## src/rtl/maj3_lane_pipe.sv

```systemverilog
// maj3_lane_pipe
//   Elastic multi-lane pipeline that evaluates a three-input bitwise function
//   (majority, mux, and-or, xor3) on CH independent W-bit lanes and carries
//   the result through DEPTH registered stages with valid/ready flow control.
//
// Ports
//   clk, rst_n      rising-edge clock, asynchronous active-low reset
//   flush           synchronous clear of every stage valid bit
//   in_valid/ready  input handshake; in_mode selects the function for the beat
//   in_a/b/c        operands, lane k at [k*W +: W]
//   in_kill         per-lane force-to-zero
//   out_valid/ready output handshake
//   out_data        per-lane result
//   out_nz          per-lane non-zero flag, registered with the data
//   acc_cnt         saturating count of accepted input beats (flush keeps it)
//
// Handshake: a beat transfers on a rising edge where valid & ready are both
// high. The producer holds valid and its payload until that edge; ready may
// depend combinationally on downstream ready but never on valid.
module maj3_lane_pipe #(
  parameter int CH    = 4,
  parameter int W     = 8,
  parameter int DEPTH = 2
) (
  input  logic              clk,
  input  logic              rst_n,
  input  logic              flush,
  input  logic              in_valid,
  output logic              in_ready,
  input  logic [1:0]        in_mode,
  input  logic [CH*W-1:0]   in_a,
  input  logic [CH*W-1:0]   in_b,
  input  logic [CH*W-1:0]   in_c,
  input  logic [CH-1:0]     in_kill,
  output logic              out_valid,
  input  logic              out_ready,
  output logic [CH*W-1:0]   out_data,
  output logic [CH-1:0]     out_nz,
  output logic [15:0]       acc_cnt
);

  function automatic logic [W-1:0] lane_fn(input logic [1:0] m,
                                           input logic [W-1:0] a,
                                           input logic [W-1:0] b,
                                           input logic [W-1:0] c);
    case (m)
      2'd0:    return (a & b) | (a & c) | (b & c);
      2'd1:    return (c & a) | (~c & b);
      2'd2:    return (a & b) | c;
      default: return a ^ b ^ c;
    endcase
  endfunction

  logic [CH*W-1:0] f_data;
  logic [CH-1:0]   f_nz;

  always_comb begin
    f_data = '0;
    f_nz   = '0;
    for (int k = 0; k < CH; k++) begin
      if (!in_kill[k]) begin
        f_data[k*W +: W] = lane_fn(in_mode, in_a[k*W +: W], in_b[k*W +: W], in_c[k*W +: W]);
      end
      f_nz[k] = |f_data[k*W +: W];
    end
  end

  logic [DEPTH-1:0] v;
  logic [DEPTH-1:0] ld;
  logic [CH*W-1:0]  d  [DEPTH];
  logic [CH-1:0]    nz [DEPTH];
  logic             in_fire;

  // Stage s can load when it or any stage after it is empty, or when the
  // output is being consumed: the ready chain collapses to an OR over the
  // downstream valid bits, so no combinational loop through the stages.
  always_comb begin
    ld = '0;
    for (int s = 0; s < DEPTH; s++) begin
      ld[s] = out_ready;
      for (int j = s; j < DEPTH; j++) begin
        if (!v[j]) ld[s] = 1'b1;
      end
    end
  end

  assign in_ready = rst_n & ~flush & ld[0];
  assign in_fire  = in_valid & in_ready;

  always_ff @(posedge clk or negedge rst_n) begin
    if (!rst_n) begin
      v       <= '0;
      acc_cnt <= '0;
      for (int s = 0; s < DEPTH; s++) begin
        d[s]  <= '0;
        nz[s] <= '0;
      end
    end else begin
      if (flush)      v[0] <= 1'b0;
      else if (ld[0]) v[0] <= in_fire;
      if (in_fire) begin
        d[0]  <= f_data;
        nz[0] <= f_nz;
      end
      for (int s = 1; s < DEPTH; s++) begin
        if (flush)      v[s] <= 1'b0;
        else if (ld[s]) v[s] <= v[s-1];
        // Only real beats overwrite data; a bubble moving in leaves it alone.
        if (ld[s] && v[s-1]) begin
          d[s]  <= d[s-1];
          nz[s] <= nz[s-1];
        end
      end
      if (in_fire && acc_cnt != 16'hFFFF) acc_cnt <= acc_cnt + 16'd1;
    end
  end

  assign out_valid = v[DEPTH-1];
  assign out_data  = d[DEPTH-1];
  assign out_nz    = nz[DEPTH-1];

endmodule

```

## config.mk

```make
export PLATFORM = sky130hd
export DESIGN_NAME = maj3_lane_pipe
export DESIGN_NICKNAME = d
export VERILOG_FILES = /design/src/rtl/maj3_lane_pipe.sv
export SDC_FILE = /design/constraint.sdc
export NUM_CORES = 1
export LEC_CHECK = 0
export CORE_MARGIN = 2
export CORE_UTILIZATION = 45
export CTS_BUF_LIST = sky130_fd_sc_hd__clkbuf_8 sky130_fd_sc_hd__clkbuf_16
export DETAILED_ROUTE_END_ITERATION = 12
export DONT_BUFFER_PORTS = 1
export MAX_ROUTING_LAYER = met4
export PLACE_DENSITY_LB_ADDON = 0.15
export SLEW_MARGIN = 25
export SYNTH_ARGS = -nofsm -noshare
export SYNTH_HDL_FRONTEND = slang
export SYNTH_SLANG_ARGS = --single-unit
```

## constraint.sdc

```tcl
create_clock -name clk -period 3.5 [get_ports clk]
set_clock_uncertainty 0.1 [all_clocks]
set_input_delay 0.525 -clock clk [delete_from_list [all_inputs] [get_ports clk]]
set_output_delay 0.525 -clock clk [all_outputs]
set_load 0.005 [all_outputs]
```

# After elaboration in Yosys (flattened, before gate mapping)
# Cells that the tools add are included.
[totals]
regBits = 90
inputBits = 107
output_inout_bits = 54
elab_cells = 83
[op_classes]
addsub = 1
n_eq_ne = 3
n_mux = 15
bitwise = 48
n_reduce_logical = 9
[op_table]
columns = ["cell", "count"]
rows = [
  ["bitwise AND 8 bit", 16],
  ["bitwise OR 8 bit", 16],
  ["case mux 8 bit (3 select lines)", 4],
  ["XOR 8 bit", 8],
  ["2-to-1 mux 8 bit", 4],
  ["inverter 8 bit", 4],
  ["OR reduction 8 bit", 4],
  ["adder 16 x 1 -> 16 bit, second input constant", 1],
  ["inequality test 16 bit, second input constant", 1],
  ["2-to-1 mux 1 bit", 7],
  ["nonzero test 2 bit", 2],
  ["bitwise AND 1 bit", 3],
  ["equality test 2 x 1 -> 1 bit, second input constant", 1],
  ["equality test 2 bit, second input constant", 1],
  ["logical AND 1 bit", 2],
  ["zero test 2 bit", 1],
  ["inverter 1 bit", 1],
]

# Longest topological paths before layout
# Gate-level depths: netlist (run 1).
[logic_depth]
ltp_word = 6
ltp_mapped = 10
mapped_depth_nobuf = 6

# Worst setup path after synthesis (run 1)
# No wires, ideal clock.
[synth_timing]
path_kind = "input port to flip-flop"
start = "input port in_a[3]"
end = "register nz[4] in the netlist's numbering"
setup_time_ps = 126
arrival_time_ps = 2336
required_ps = 3274
slack_ps = 938
stages = 6
path_buffers = 0
cell_sequence = "fa_1 nor2_1 a211oi_1 or4_1 or4_1 o32a_1"
[synth_via]
elab_chain_cells = 6
word_cells_on_any_way = 11
cone_classes = "2 x mux; 8 x bitwise; 1 x reduce/logical"
[synth_lines]
columns = ["item", "line_no", "source"]
rows = [
  ["start: declaration", "31", "input logic [CH*W-1:0] in_a,"],
  ["bitwise AND 8 bit (on tied branches)", "47, 49, 48", ""],
  ["bitwise OR 8 bit (2 in a row)", "47", "2'd0: return (a & b) | (a & c) | (b & c);"],
  ["case mux 8 bit (3 select lines) *", "46", "case (m)"],
  ["2-to-1 mux 8 bit *", "61", "if (!in_kill[k]) begin"],
  ["OR reduction 8 bit *", "64", "f_nz[k] = |f_data[k*W +: W];"],
  ["end signal: indexed assignment", "111", "nz[s] <= nz[s-1];"],
  ["end: declaration", "71", "logic [CH-1:0] nz [DEPTH];"],
]
# Every way passes the cells marked *; elsewhere a longest branch is shown, timed or not.
# A chain may end at the register's enable or synchronous reset.

# Worst setup path in the final report (run 1)
[layout_timing]
start = "register v[0]"
end = "register acc_cnt[4]"
[layout_via]
elab_chain_cells = 5
[layout_lines]
columns = ["item", "line_no", "source"]
rows = [
  ["start: declaration", "68", "logic [DEPTH-1:0] v;"],
  ["start signal: assignment", "100", "else if (ld[0]) v[0] <= in_fire;"],
  ["start signal: indexed assignment", "107", "else if (ld[s]) v[s] <= v[s-1];"],
  ["2-to-1 mux 1 bit (2 in a row)", "82", "if (!v[j]) ld[s] = 1'b1;"],
  ["bitwise AND 1 bit", "87", "assign in_ready = rst_n & ~flush & ld[0];"],
  ["bitwise AND 1 bit", "88", "assign in_fire = in_valid & in_ready;"],
  ["logical AND 1 bit", "114", "if (in_fire && acc_cnt != 16'hFFFF) acc_cnt <= acc_cnt + 16'd1;"],
  ["end signal: assignment", "114", ""],
  ["end: declaration", "39", "output logic [15:0] acc_cnt"],
]
# No other way between the ends.

==> flow_summary.json, run 1 <==
{
  "status": "complete, but fails checks",
  "violations": "negative hold slack",
  "fin_crit_sh_pct": 70.9,
  "final_area_um2": 6610,
  "start_util_pct": 46.4,
  "worstRegToRegCells": 5,
  "r2r_start": "v[0]$_DFFE_PN0P_",
  "htree_levels": 3,
  "hold_violations": 14,
  "grt_max_degree": 118,
  "crit_end": "acc_cnt[4]$_DFFE_PN0P_",
  "synth_fp_nets": 790,
  "synthMuxAreaShare_pct": 14.5,
  "ys_warn_count": 0,
  "synth_top_area_share_pct": 34.8,
  "grt_pass1_vias": 4394,
  "async_flop_share_pct": 100,
  "synth_edf_count": 0,
  "synthSimpleGateAreaFrac_pct": 11.9,
  "grt.overflow.total": 0,
  "clkSinkCount": 90,
  "setup_ws_ns": 1.02,
  "period_needed_ns": 2.48,
  "drtIter0Drc": 200,
  "grt_usage_pct": 19.3,
  "clock_latency_ns": 0.34,
  "tritoncts": "yes",
  "synthTopCellsByArea": "dfrtp_1 35%, fa_1 9.9%, mux2_2 8.7%",
  "placed_area_um2": 6290,
  "clk_path_buf_depth": 2,
  "antenna_found_initial": 0,
  "fin_nets": 741,
  "end_kind": "register",
  "die_w_um": 124,
  "worst_pin_slew_ns": 0.944,
  "synthCells": 618,
  "ys_seq_area_share_pct": 34.8,
  "path_clk_slew_ns": 0.06,
  "syn_area_um2": 6460,
  "hold_class": "in2async",
  "drt_first_pass_iters": 4,
  "grt_pass1_wl_mm": 22.1,
  "finalSetupTns_ns": 0,
  "rows": 43,
  "gp_congestion": 0.839,
  "synth_compound_area_share_pct": 13.2,
  "cap_violations": 0,
  "cp_max_fo": 12,
  "vdd_ir_drop_max_v": 0.000217,
  "critPathLaunchType": "register",
  "setup_viol": 0,
  "yosys.area_share.xor_xnor_pct": 2.03,
  "die_h_um": 124,
  "cp-startpoint": "v[0]$_DFFE_PN0P_",
  "route.vias.total": 4322,
  "wl_mm": 14.0,
  "maxClockFrequency_ghz": 0.403,
  "postRouteAntennaNets": 0,
  "p_total_mw": 2.85,
  "post_cts_buffers": 0,
  "hold_ws_ns": -0.0220,
  "drive_above_1_share_pct": 13.1,
  "p_per_area_nw_per_um2": 431,
  "via_per_inst": 5.73,
  "syn_to_final_growth_pct": 2.30,
  "core_um2": 13900,
  "max_slew_margin_pct": 36.8,
  "ys.flop_type": "dfrtp_1",
  "numPortBuffers": 0,
  "cts_hold_buf": 1,
  "rsz0062_at_grt": "false",
  "drc": 0,
  "wl_per_cell_um": 18.5,
  "ys_types": 58,
  "dpl.hpwl_mm": 10.8,
  "ys_seq_elements": 90,
  "syn_area_per_cell_um2": 10.5,
  "r2r_end": "acc_cnt[4]$_DFFE_PN0P_",
  "reg2reg_slack_ns": 1.02,
  "synth_top_family_by_area": "adder cells",
  "place_ws_ns": 0.812,
  "fillers": 1323,
  "cts_root_buf": "clkbuf_16",
  "num_io_pins": 161,
  "worstPathRequired_ns": 3.61,
  "synth_top_cell_by_area": "dfrtp_1",
  "p_leak_nw": 2.89,
  "finalMaxSlewViolations": 0,
  "diodes": 0,
  "die_area_um2": 15300,
  "synth_fa_ha_area_share_pct": 16.3,
  "setup.worst_path.class": "reg2reg",
  "cts_buffers": 9,
  "cp.arrival_ns": 2.59,
  "cts_resized": 0
}
report_power, final:
part / total (mW) / switching [mW] / leakage [nW] / internal [mW]
registers: 1.42 / 0.184 / 1.15 / 1.24
clock network: 0.921 / 0.413 / 0.133 / 0.508
logic: 0.504 / 0.227 / 1.61 / 0.277
registers in the layout (all words and copies together), names as in the netlist:
| name | cells |
|---|---|
| d | 32 |
| out_data | 32 |
| acc_cnt | 16 |
| nz | 4 |
| out_nz | 4 |
| v | 2 |
cells by family after synthesis:
logic type | Yosys count
buffers and inverters | 74
DFF | 90
AOI/OAI and AO/OA | 127
muxes | 87
adders and majority gates | 65
xor gates and xnor gates | 15
and+or+nand+nor | 160
area by class of cell:
class | count | area (um^2) | area share (%)
tap | 180 | 225 | 3.41
clock buffer | 10 | 239 | 3.61
sequential | 90 | 2250 | 34.1
clock inverter | 6 | 51.3 | 0.776
multi-input combinational | 454 | 3750 | 56.8
timing repair buffer | 5 | 57.6 | 0.871
inverter | 9 | 33.8 | 0.511
stage by stage:
stage          instances  utilization [%]
2_1_floorplan        618                -
3_3_place_gp         737             45.2
3_5_place_dp         737             45.2
4_1_cts              754             47.4
5_1_grt              754             47.4
6_report             754             47.4
cells in the final DEF (no fill, tap or decap), types with 5 or more instances in the layout:
cell,count
fa_1,32
clkbuf_16,9
and4_1,5
o21ai_0,15
a21oi_1,22
o21ai_1,19
mux2i_1,36
nand2b_1,6
nand4_1,9
o211ai_1,8
dfrtp_1,90
o21a_1,8
nand2_1,46
ha_1,33
mux2_2,50
a22o_1,12
inv_1,8
a211oi_1,8
xnor2_1,13
nor3b_1,6
nor2_1,62
worst min path at each step:
| stage | start | to | slack [ns] |
|---|---|---|---|
| floorplan | rst_n | acc_cnt[0]$_DFFE_PN0P_ | 0.13 |
| global placement | rst_n | out_data[2]$_DFFE_PN0P_ | 0.13 |
| detailed placement | rst_n | out_data[1]$_DFFE_PN0P_ | 0.13 |
| CTS | rst_n | out_data[1]$_DFFE_PN0P_ | 0.02 |
| global route | rst_n | out_data[1]$_DFFE_PN0P_ | 0.02 |
| finish | rst_n | out_data[2]$_DFFE_PN0P_ | -0.02 |
worst max-delay path, stage by stage, from the launching register on:
cell	delay [ns]
dfrtp_1	0.42
nand3b_1	0.17
nand4b_1	0.40
a31oi_1	0.86
nand4_1	0.23
xnor2_1	0.18
routing by layer:
metal	GRT usage, %	vias up	routed length, um
li1	-	2065	-
met1	23.7	2102	5830
met2	30.5	141	6610
met3	5.95	14	1330
met4	6.39	0	199
met5	-	-	0
Yosys cell counts (3+ instances only):
cell        n
or4_1       3
buf_4      37
and3_1      3
xnor2_1    13
clkbuf_1   14
o21a_1      8
a31oi_1     4
and4_1      5
o32a_1      3
mux2_2     50
a21oi_1    22
o21ai_1    20
nand2_1    46
buf_2       8
nor2_1     62
nand3_1     4
fa_1       32
a2111oi_0   4
nand4_1     9
dfrtp_1    90
mux2i_1    36
inv_1       8
or2_1       3
o31ai_1     4
nand2b_1    6
ha_1       33
o211ai_1    8
o21ai_0    15
a22o_1     12
a211oi_1    8
nor3b_1     6
o221ai_1    4
Power figures use the tool's default switching activity.
==> run 2, diff against run 1 <==
- ABC_AREA: default -> 1
- clock period: 3.5 -> 2.3 ns (I/O delays scaled with it)
==> run 2 against run 1 <==
The run still ends with negative hold slack left. Critical path depth up 3. Fmax up 38%. Wire length rose by 13%. Largest power group unchanged.
==> flow_summary.json, run 2 <==
{
  "fillers": 1452,
  "worstPathCellList": "ha_1, nand3_1, nor3_1, nand3_1, nand2_1, inv_1, nand2_1, xor2_1",
  "worstPathRequired_ns": 2.46,
  "setup_ws_ns": 0.505,
  "grt_pass1_vias": 5084,
  "numPortBuffers": 0,
  "cts_buffers": 9,
  "htree_levels": 3,
  "setup_viol": 0,
  "postRouteAntennaNets": 0,
  "cts_hold_buf": 1,
  "antenna_found_initial": 0,
  "cp_max_fo": 11,
  "status": "complete, but fails checks",
  "tritoncts": "yes",
  "ys.flop_type": "dfrtp_1",
  "async_flop_share_pct": 100,
  "setup.worst_path.class": "reg2reg",
  "drtIter0Drc": 246,
  "cts_root_buf": "clkbuf_16",
  "p_leak_nw": 3.50,
  "hold_violations": 90,
  "hold_class": "in2async",
  "dpl.cell_count": 988,
  "drt_first_pass_iters": 5,
  "via_per_inst": 5.10,
  "die_w_um": 125,
  "post_cts_buffers": 0,
  "place_ws_ns": 0.365,
  "synth_top_cell_by_area": "dfrtp_1",
  "synth_edf_count": 0,
  "cp.arrival_ns": 1.96,
  "p_total_mw": 4.42,
  "violations": "negative hold slack",
  "syn_to_final_growth_pct": 3.67,
  "use_met2_pct": 30.9,
  "synth_fp_nets": 1031,
  "path_clk_slew_ns": 0.06,
  "finalSetupTns_ns": 0,
  "core_um2": 14400,
  "layoutNonFillerInstCount": 1005,
  "die_area_um2": 15700,
  "die_h_um": 125,
  "clkSinkCount": 90,
  "ys_warn_count": 0,
  "fin_util_pct": 47.5,
  "num_io_pins": 161,
  "maxClockFrequency_ghz": 0.557,
  "grtUsageMet1_pct": 27.0,
  "max_slew_margin_pct": 68.6,
  "fin_crit_sh_pct": 78.1,
  "p_per_area_nw_per_um2": 645,
  "wl_per_cell_um": 15.7,
  "grt_max_degree": 92,
  "synthTopCellsByArea": "dfrtp_1 34%, nand2_1 16%, fa_1 9.7%",
  "ys_seq_elements": 90,
  "final_cell_mix": "282 x nand2_1, 114 x nor2_1, 90 x dfrtp_1, 61 x inv_1, 56 x o21ai_0",
  "critPathLaunchType": "register",
  "grtUsageMet3_pct": 8.73,
  "layout_commonest_cell": "nand2_1",
  "route.vias.total": 5125,
  "vdd_ir_drop_max_v": 0.000391,
  "fin_nets": 988,
  "synthCells": 859,
  "gp_congestion": 0.836,
  "grt_usage_pct": 21.2,
  "drc": 0,
  "rows": 44,
  "slowest_delay_ns": 0.43,
  "cap_violations": 0,
  "dpl.hpwl_mm": 12.0,
  "clock_latency_ns": 0.34,
  "grt_pass1_wl_mm": 25.9,
  "cts_resized": 0,
  "synth_common_cells": "284 x nand2_1, 115 x nor2_1, 90 x dfrtp_1, 61 x inv_1, 56 x o21ai_0",
  "busiest_layer": "met2",
  "ys_types": 22,
  "syn_area_per_cell_um2": 7.70,
  "worst-path-buf-inv": 1,
  "end_kind": "register",
  "finalMaxSlewViolations": 0,
  "synth_top_area_share_pct": 34.1,
  "period_needed_ns": 1.80,
  "cp_top_family": "simple AND/OR/NAND/NOR gates",
  "start_util_pct": 45.8,
  "drive_above_1_share_pct": 8.89,
  "worst_pin_slew_ns": 0.471,
  "diodes": 0,
  "wl_mm": 15.7,
  "syn_area_um2": 6610,
  "ys_seq_area_share_pct": 34.1,
  "clk_path_buf_depth": 2,
  "rsz0062_at_grt": "false",
  "hold_ws_ns": -0.402,
  "grt.overflow.total": 0,
  "worst_path_max_delay_cell": "dfrtp_1",
  "yosysMostFrequentCell": "nand2_1"
}
==> run 2: cells by family after synthesis <==
logic type	count (synthesis)	share of synthesized area (%)
XOR/XNOR	15	1.99
flip-flops	90	34.1
AO/OA/AOI/OAI	72	5.56
adder cells (fa/ha/maj)	65	15.9
multiplexers	33	5.62
AND/OR/NAND/NOR	455	27.1
buffers and inverters	129	9.75
==> run 2: through the flow <==
step	instance area, um^2	hold slack (ns)
after global routing	6850	-0.419
after CTS	6850	-0.418
after global placement	6540	-0.0455
after floorplan	6610	-0.0506
final	6850	-0.402
after detailed placement	6540	-0.0452
==> run 2: path summary, 6_finish.rpt <==
path	from	endpoint	slack, ns	depth (start not counted)
max	acc_cnt[0]$_DFFE_PN0P_	acc_cnt[5]$_DFFE_PN0P_	0.50	8
min in group clk	flush	v[0]$_DFFE_PN0P_	0.02	1
min	rst_n	out_data[0]$_DFFE_PN0P_	-0.40	0
min reg2reg	d[45]$_DFFE_PN0P_	d[45]$_DFFE_PN0P_	0.38	2
max reg2reg	acc_cnt[0]$_DFFE_PN0P_	acc_cnt[5]$_DFFE_PN0P_	0.50	8
max in group asynchronous	rst_n	acc_cnt[11]$_DFFE_PN0P_	2.36	0
==> run 2: report_power, final <==
part           internal [mW]  total [mW]  switching, mW
Combinational          0.377       0.767          0.389
Clock                  0.873        1.49          0.614
Sequential              1.89        2.16          0.276
Total                   3.14        4.42           1.28
==> run 2: layout make-up <==
| type | count | area [um^2] | area share, % |
|---|---|---|---|
| Multi-Input combinational cell | 640 | 3720 | 54.3 |
| Sequential cell | 90 | 2250 | 32.9 |
| Clock buffer | 10 | 239 | 3.49 |
| Inverter | 62 | 233 | 3.40 |
| Tap cell | 184 | 230 | 3.36 |
| Timing Repair Buffer | 13 | 113 | 1.64 |
| Clock inverter | 6 | 65.1 | 0.949 |
==> run 2: worst register-to-register path, stage by stage, from the launching register on <==
cell and delay, ns:
dfrtp_1 0.43, ha_1 0.20, nand3_1 0.11, nor3_1 0.25, nand3_1 0.11, nand2_1 0.09
inv_1 0.15, nand2_1 0.12, xor2_1 0.15
==> run 2: layer usage <==
layer	vias to the layer above	part of all wire, %
met1	2392	45
met2	169	43
met4	0	1.9
li1	2547	-
met3	17	10
met5	-	0
==> run 3, diff against run 2 <==
- clock period: 2.3 -> 1.65 ns (I/O delays scaled with it)
==> run 3 against run 2 <==
The flow still finishes with violations (negative hold slack). Combinational power up 60%. Flip-flop and latch count unchanged. Non-clock buffer count up 14. Utilization up 1.5 points. Final area up 3.1%. Global-route usage about the same. Largest power group unchanged. Highest routed layer unchanged.
==> flow_summary.json, run 3 (same netlist as run 2, synthesis figures left out) <==
{
  "hold_ws_ns": -0.491,
  "fin_nets": 1002,
  "worst_path_max_delay_cell": "dlygate4sd3_1",
  "finalMaxSlewViolations": 0,
  "multi_input_comb_area_um2": 3780,
  "grt_max_degree": 92,
  "maxClockFrequency_ghz": 0.629,
  "antenna_found_initial": 0,
  "grt_usage_pct": 21.2,
  "worst_pin_slew_ns": 0.432,
  "setup_viol": 0,
  "seq_area_um2": 2250,
  "critPathLaunchType": "input pin",
  "htree_levels": 3,
  "vdd_ir_drop_max_v": 0.000384,
  "rsz0062_at_grt": "true",
  "fillers": 1422,
  "setup.worst_path.class": "in2reg",
  "dpl.hpwl_mm": 12.0,
  "grt_pass1_wl_mm": 25.9,
  "cp_max_fo": 3,
  "max_slew_margin_pct": 71.1,
  "syn_to_final_growth_pct": 6.85,
  "tritoncts": "yes",
  "place_ws_ns": -0.0537,
  "cts_hold_buf": 1,
  "end_kind": "register",
  "setup_ws_ns": 0.0605,
  "core_um2": 14400,
  "drt_first_pass_iters": 5,
  "cap_violations": 0,
  "path_clk_slew_ns": 0.06,
  "worstPathRequired_ns": 1.80,
  "numPortBuffers": 0,
  "clkSinkCount": 90,
  "hold_class": "in2async",
  "period_needed_ns": 1.59,
  "worstRegToRegCells": 8,
  "layout_commonest_cell": "nand2_1",
  "die_area_um2": 15700,
  "final_cell_mix": "281 x nand2_1, 110 x nor2_1, 90 x dfrtp_1, 60 x inv_1, 56 x o21ai_0",
  "gp_congestion": 0.842,
  "postRouteAntennaNets": 0,
  "p_total_mw": 6.18,
  "drtIter0Drc": 260,
  "diodes": 0,
  "cp.arrival_ns": 1.74,
  "p_leak_nw": 3.60,
  "clk_path_buf_depth": 2,
  "start_util_pct": 45.8,
  "die_h_um": 125,
  "cts_buffers": 9,
  "num_io_pins": 161,
  "drive_above_1_share_pct": 11.5,
  "hold_violations": 90,
  "finalSetupTns_ns": 0,
  "violations": "negative hold slack",
  "grt.overflow.total": 0,
  "worstPathCellList": "dlygate4sd3_1, inv_1, nand3_1, nor2_4, nand2_2, buf_6, nor2_1, xor2_1",
  "wl_mm": 15.8,
  "drc": 0,
  "grt_pass1_vias": 5223,
  "clock_latency_ns": 0.33,
  "fin_crit_sh_pct": 96.3,
  "rows": 44,
  "slowest_delay_ns": 0.58,
  "p_per_area_nw_per_um2": 875,
  "route.vias.total": 5199,
  "die_w_um": 125,
  "cts_root_buf": "clkbuf_16",
  "wl_per_cell_um": 15.5,
  "via_per_inst": 5.10,
  "status": "complete, but fails checks"
}
## run 3: cell types whose count changed in the layout (fill, tap and decap cells not counted), sizes merged
cell	change
buf	+14
bufinv	-1
clkbuf	+2
clkinv	-1
clkinvlp	+1
inv	-1
## run 3: worst max-delay path: cells and delay by family
family | cells | cell delay, ns
buffers and inverters | 3 | 0.81
and+or+nand+nor | 4 | 0.53
xor gates and xnor gates | 1 | 0.17
## run 3: path summary, 6_finish.rpt
kind	start	end	slack, ns
min reg2reg	d[56]$_DFFE_PN0P_	d[56]$_DFFE_PN0P_	0.38
max	flush	acc_cnt[4]$_DFFE_PN0P_	0.06
max reg2reg	acc_cnt[1]$_DFFE_PN0P_	acc_cnt[10]$_DFFE_PN0P_	0.08
min in group clk	in_kill[2]	d[53]$_DFFE_PN0P_	0.02
max in group asynchronous	rst_n	out_data[28]$_DFFE_PN0P_	1.76
min	rst_n	out_data[5]$_DFFE_PN0P_	-0.49
## run 3: what timing repair did
| action | CTS | global route |
|---|---|---|
| endpoints found under the hold margin | 92 | 90 |
| cloned | 0 | 0 |
| endpoints found under the setup margin | 6 | 35 |
| pin swaps | 0 | 4 |
| buffers inserted | 0 | 1 |
| gates resized for setup | 1 | 19 |
## run 3: area by class of cell
class,instances,share of cell area (%)
well taps,184,3.26
inverters,62,3.33
clock buffers,12,3.77
multi-input cells,640,53.5
repair buffers,27,3.88
clock inverters,4,0.354
flip-flops and latches,90,31.9
## run 3: where the power goes
group / internal [mW] / switching (mW) / leakage [nW]
clock: 1.14 / 0.812 / 0.141
combinational: 0.614 / 0.615 / 2.32
sequential: 2.63 / 0.370 / 1.14
total: 4.39 / 1.80 / 3.60
## run 3: through the flow
step	area [um^2]	util, %	hold slack, ns	cells
after floorplan	6610	-	-0.148	859
after global placement	6680	46.3	-0.144	1001
after detailed placement	6680	46.3	-0.143	1001
after CTS	6980	48.4	-0.506	1018
after global routing	7060	49.0	-0.511	1019
final	7060	49.0	-0.491	1019
## run 3: per-layer routing
metal	vias to the layer above	wire length (um)	global-route usage (%)
met4	0	214	6.47
met5	-	0	-
li1	2572	-	-
met2	196	6900	31.4
met1	2415	7140	27.5
met3	16	1550	7.40
